File: src/rtl/add_1bit_pkg.sv
// add_1bit_pkg: shared types for the 1-bit full-adder slice.
// res_t bundles the four per-bit outputs; helpers build it.
package add_1bit_pkg;

  typedef struct packed {
    logic sum;
    logic cout;
    logic gen;
    logic prop;
  } res_t;

  function automatic int add_latency(bit registered);
    return registered ? 1 : 0;
  endfunction

  function automatic res_t pack_res(
    logic s,
    logic c,
    logic g,
    logic p
  );
    res_t r;
    r.sum  = s;
    r.cout = c;
    r.gen  = g;
    r.prop = p;
    return r;
  endfunction

endpackage

File: src/rtl/add_1bit_if.sv
// add_1bit_if: operand beat (in_valid,a,b,cin) in,
// result beat (out_valid,sum,cout,gen,prop) out.
interface add_1bit_if;

  logic in_valid;
  logic a;
  logic b;
  logic cin;
  logic sum;
  logic cout;
  logic gen;
  logic prop;
  logic out_valid;

  modport master (
    output in_valid, a, b, cin,
    input  sum, cout, gen, prop, out_valid
  );

  modport slave (
    input  in_valid, a, b, cin,
    output sum, cout, gen, prop, out_valid
  );

endinterface

File: src/rtl/add_1bit_half_add.sv
// half_add: s = a ^ b, c = a & b.
// Ports: a, b in; s, c out.
module half_add (
  input  logic a,
  input  logic b,
  output logic s,
  output logic c
);

  assign s = a ^ b;
  assign c = a & b;

endmodule

File: src/rtl/add_1bit.sv
// add_1bit: full-adder slice with gen/prop, optional output reg.
// Ports: clk, rst_n (async low), io (add_1bit_if.slave).
module add_1bit
  import add_1bit_pkg::*;
#(
  parameter bit REGISTERED = 1'b1
) (
  input  logic      clk,
  input  logic      rst_n,
  add_1bit_if.slave io
);

  logic p;
  logic g;
  logic s;
  logic c2;
  res_t r;

  half_add u_ha1 (
    .a (io.a),
    .b (io.b),
    .s (p),
    .c (g)
  );

  half_add u_ha2 (
    .a (p),
    .b (io.cin),
    .s (s),
    .c (c2)
  );

  assign r = pack_res(s, g | c2, g, p);

  generate
    if (REGISTERED) begin : g_reg
      res_t q;
      logic v;

      // data holds on idle beats; only valid drops
      always_ff @(posedge clk or negedge rst_n) begin
        if (!rst_n) begin
          q <= '0;
          v <= 1'b0;
        end else begin
          v <= io.in_valid;
          if (io.in_valid) begin
            q <= r;
          end
        end
      end

      assign io.sum       = q.sum;
      assign io.cout      = q.cout;
      assign io.gen       = q.gen;
      assign io.prop      = q.prop;
      assign io.out_valid = v;
    end else begin : g_comb
      logic unused_clk;
      assign unused_clk   = clk ^ rst_n;

      assign io.sum       = r.sum;
      assign io.cout      = r.cout;
      assign io.gen       = r.gen;
      assign io.prop      = r.prop;
      assign io.out_valid = io.in_valid;
    end
  endgenerate

endmodule

File: src/flat_wrapper.sv
// flat-port wrapper written by rule: the top's interface ports become plain ports
module add_1bit_flat import add_1bit_pkg::*;
#(
  parameter bit REGISTERED = 1'b1
)
  (clk, rst_n, io_in_valid, io_a, io_b, io_cin, io_sum, io_cout, io_gen, io_prop, io_out_valid);
  add_1bit_if io_i ();
  input  logic clk;
  input  logic rst_n;
  input wire logic [$bits(io_i.in_valid)-1:0] io_in_valid;
  input wire logic [$bits(io_i.a)-1:0] io_a;
  input wire logic [$bits(io_i.b)-1:0] io_b;
  input wire logic [$bits(io_i.cin)-1:0] io_cin;
  output wire logic [$bits(io_i.sum)-1:0] io_sum;
  output wire logic [$bits(io_i.cout)-1:0] io_cout;
  output wire logic [$bits(io_i.gen)-1:0] io_gen;
  output wire logic [$bits(io_i.prop)-1:0] io_prop;
  output wire logic [$bits(io_i.out_valid)-1:0] io_out_valid;
  assign io_i.in_valid = io_in_valid;
  assign io_i.a = io_a;
  assign io_i.b = io_b;
  assign io_i.cin = io_cin;
  assign io_sum = io_i.sum;
  assign io_cout = io_i.cout;
  assign io_gen = io_i.gen;
  assign io_prop = io_i.prop;
  assign io_out_valid = io_i.out_valid;
  add_1bit #(.REGISTERED(REGISTERED)) u_core (.clk(clk), .rst_n(rst_n), .io(io_i));
endmodule
File: config.mk
export PLATFORM = sky130hd
export DESIGN_NAME = add_1bit_flat
export DESIGN_NICKNAME = d
export VERILOG_FILES = /design/src/rtl/add_1bit_pkg.sv /design/src/rtl/add_1bit_if.sv /design/src/rtl/add_1bit_half_add.sv /design/src/rtl/add_1bit.sv /design/src/flat_wrapper.sv
export SDC_FILE = /design/constraint.sdc
export NUM_CORES = 1
export LEC_CHECK = 0
export CORE_AREA = 2 2 39 41
export CTS_BUF_LIST = sky130_fd_sc_hd__clkbuf_2
export DETAILED_ROUTE_END_ITERATION = 8
export DIE_AREA = 0 0 41 43
export GPL_TIMING_DRIVEN = 0
export PLACE_DENSITY_LB_ADDON = 0.12
export RECOVER_POWER = 50
export REMOVE_ABC_BUFFERS = 1
export SETUP_SLACK_MARGIN = 0.1
export SLEW_MARGIN = 25
export SYNTH_ARGS = -nofsm -noshare
export SYNTH_HDL_FRONTEND = slang
export SYNTH_SLANG_ARGS = --single-unit
File: constraint.sdc
create_clock -name clk -period 0.8 [get_ports clk]
set_clock_uncertainty 0.05 [all_clocks]
set_input_delay 0.08 -clock clk [delete_from_list [all_inputs] [get_ports clk]]
set_output_delay 0.08 -clock clk [all_outputs]
set_load 0.005 [all_outputs]
* Yosys cells after proc, flatten, opt, wreduce, memory -nomap -nowiden
Index checks and enable logic that the tools add are counted.
** Storage, ports and cells
- Register bits :: 5
- Logic and storage cells :: 10
- Output and inout bits :: 5
- Input bits :: 6
** Operators by class
- Bitwise logic cells :: 5
** Operators by type and width (number)
- AND 1 bit :: 2
- XOR 1 bit :: 2
- OR 1 bit :: 1

* Longest topological paths before layout
- Depth in word-level cells :: 3
- Gate-level depth with buffers :: 2
- Gate-level depth less buffers :: 2

* By module
Synthesis repeated with hierarchy kept, for this count alone.
** Unflattened totals
- Cells, all modules :: 13
- Area total of the unflattened synthesis :: 196.4 µm²
** Modules (own cells, without submodules)
- add_1bit :: seq. area each 125.1 µm², cells each 11, area each 171.4 µm², times used 1
- half_add :: seq. area each 0.0 µm², cells each 1, area each 12.5 µm², times used 2

* Least setup slack after synthesis
No wires, ideal clock.
- Kind :: input -> register
- Start point :: in io_cin
- End point :: reg u_core.g_reg.q, in the netlist u_core.io.sum
- Setup slack :: -156 ps
- Setup time :: 125 ps
- Arrival time :: 781 ps
- Path buffers :: 0
- Cell stages on the path :: 2
- Required time :: 625 ps
- Cells stage by stage :: fa_1 mux2_2
** Between the ends
- Longest elaborated chain between the ends :: 1
** RTL lines
- from (decl) :: RTL line flat_wrapper.sv:13 : input wire logic [$bits(io_i.cin)-1:0] io_cin;
- XOR 1 bit :: RTL line add_1bit_half_add.sv:10 : assign s = a ^ b;
- to (signal assigned) :: RTL line add_1bit.sv:48 : q <= r;
- to (decl) :: RTL line add_1bit.sv:37 : res_t q;
Every way passes these cells.
A chain may end at the register's enable or synchronous reset.

==> run summary <==
Outcome = finished with violations
Failing checks = negative setup slack
Synth Instances = 11
Cell variety after synth = 4
Setup violations, final = 7
RSZ-0062 raised after global routing = yes
Worst rel slew slack = 83.0%
Synth Warn # = 0
Post-synthesis sequential area ratio = 61.7%
Cell accounting for the most synthesized area = dfrtp_1
Routed WL = 452 um
Core Rows = 14
R2R depth = 2
Total grt overflow = 0
Maximum buffer depth of the clock tree = 2
Largest net degree at the start of global routing = 6
Fmax = 1.09 GHz
Slowest library cell on the worst path = dfrtp_1
Synth Register Bits = 5
Final worst path period share = 115%
Total number of vias = 137
Wire length per cell = 10.8 um
Die width = 41 um
Worst reg2reg endpoint = u_core.io.sum
Worst EP arrival = 0.97 ns
Share of the synthesized area in the top cell type = 61.7%
CTS tree = yes
Fillcell total = 146
Worst Tran Pin Value = 0.254 ns
Top cells by area, synth = dfrtp_1 62%, mux2_2 22%, fa_1 9.9%
IO Port Bufs = 10
Hold Vio Cnt, Final = 0
Antenna Nets Post-Route = 0
Share of cells above drive strength 1 = 65.4%
Fin crit period = 0.919 ns
CP delay by family, top = flip-flops
CP startpoint = u_core.io.sum
Worst-path clk slew = 0.07 ns
Worst setup SP type = flop
WP data required = 0.85 ns
Power Dens Cells = 2080 nW/um^2
CTS Root Cell = clkbuf_2
First-pass GRT wire length = 703 um
CP Capture Type = flop
Total track usage = 6.75%
DR iter-0 viols = 2
# diodes = 0
Reg2reg start = u_core.io.sum
Hold WC Path Type = in -> async
# H-tree levels = 1
Fin. max-slew vios = 0
Area of the die = 1760 um^2
P_leak = 0.164 nW
DR DRC count = 0
Max cap viols = 0
Drt pass-1 iters = 2
Fin util = 23.7%
Total power draw = 0.000682 W
Syn Area/Cell = 18.4 um^2
Total CTS buffers = 3
CP bufs+invs = 1
Setup TNS = -0.350 ns
R2r setup slk = -0.12 ns
VDD IR-drop max = 0.000568 V
Setup ws final = -0.119 ns
Area of the multi-input gates = 87.6 um^2
Worst-skew pair later-pin latency = 0.21 ns
Vias/cell = 3.26
Sequential standard cell area = 125 um^2
Crit path kind = reg -> reg
Post-CTS Hold Buffers = 0
CORE AREA = 1380 um^2
Pre-CTS setup slack = -0.669 ns
Chip Height = 43 um
Min Hold Slack = 0.110 ns
Worst-path fanout max = 2
Clock sinks = 5
IO Count = 11
Layout area overhead = 61.7%
Crit-path cells = buf_6 -> mux2_4
Placer Congestion = 0.602
Syn Std Cell Area = 203 um^2
Worst path max stage delay = 0.38 ns
Starting Density = 14.6%
Nets = 35
Vias in the first global route = 163
Antenna violations before repair = 0
registers in the layout (all words and copies together), names as in the netlist:
register / flops
u_core.io.out_valid: 1
u_core.io.prop: 1
u_core.io.gen: 1
u_core.io.cout: 1
u_core.io.sum: 1
layer usage:
metal | vias up | part of all wire [%] | GRT usage (%)
met2 | 10 | 35 | 6.56
met1 | 60 | 47 | 8.79
met3 | 0 | 18 | 5.24
li1 | 67 | - | -
met4 | 0 | 0 | 6.00
met5 | - | 0 | 0
area by class of cell:
class / instances / share of cell area [%]
sequential: 5 / 38.2
multi-input combinational: 6 / 26.7
timing repair buffer: 11 / 22.9
clock buffer: 4 / 6.11
tap: 16 / 6.11
logic make-up after synthesis:
group	after synthesis	synth area share (%)
flops	5	61.7
mux	4	22.2
fa+ha+maj	2	16.0
power by group:
group          internal, W  switching [W]
Sequential        0.000284      0.0000158
Clock             0.000133       0.000113
Combinational    0.0000900      0.0000473
Total             0.000507       0.000176
through the flow:
step	cells	instance area [um^2]
floorplan	11	203
global placement	37	323
detailed placement	37	323
CTS	42	324
global route	42	328
finish	42	328
synthesized netlist by cell type:
library cell,count
fa_1,1
mux2_2,4
dfrtp_1,5
ha_1,1
worst max path at each step:
stage	end	slack, ns	depth (start not counted)
after floorplan	u_core.io.sum	-0.16	2
after global placement	u_core.io.sum	-0.65	3
after detailed placement	u_core.io.sum	-0.67	3
after CTS	u_core.io.sum	-0.12	2
after global routing	u_core.io.sum	-0.13	2
final	u_core.io.sum	-0.12	2
placed cells by master (no fill, tap or decap), drive strengths merged:
cell / count
dlygate4sd2: 1
clkbuf: 4
clkdlybuf4s15: 1
dfrtp: 5
ha: 1
fa: 1
mux2: 4
dlygate4sd3: 1
buf: 8
repair_timing:
action	CTS	global route
pin swaps	1	0
resized for setup	34	1
setup endpoints to repair	9	9
endpoints found under the hold margin	0	0
setup buffers	1	0
Note: power is estimated with default switching activity, not from simulation.
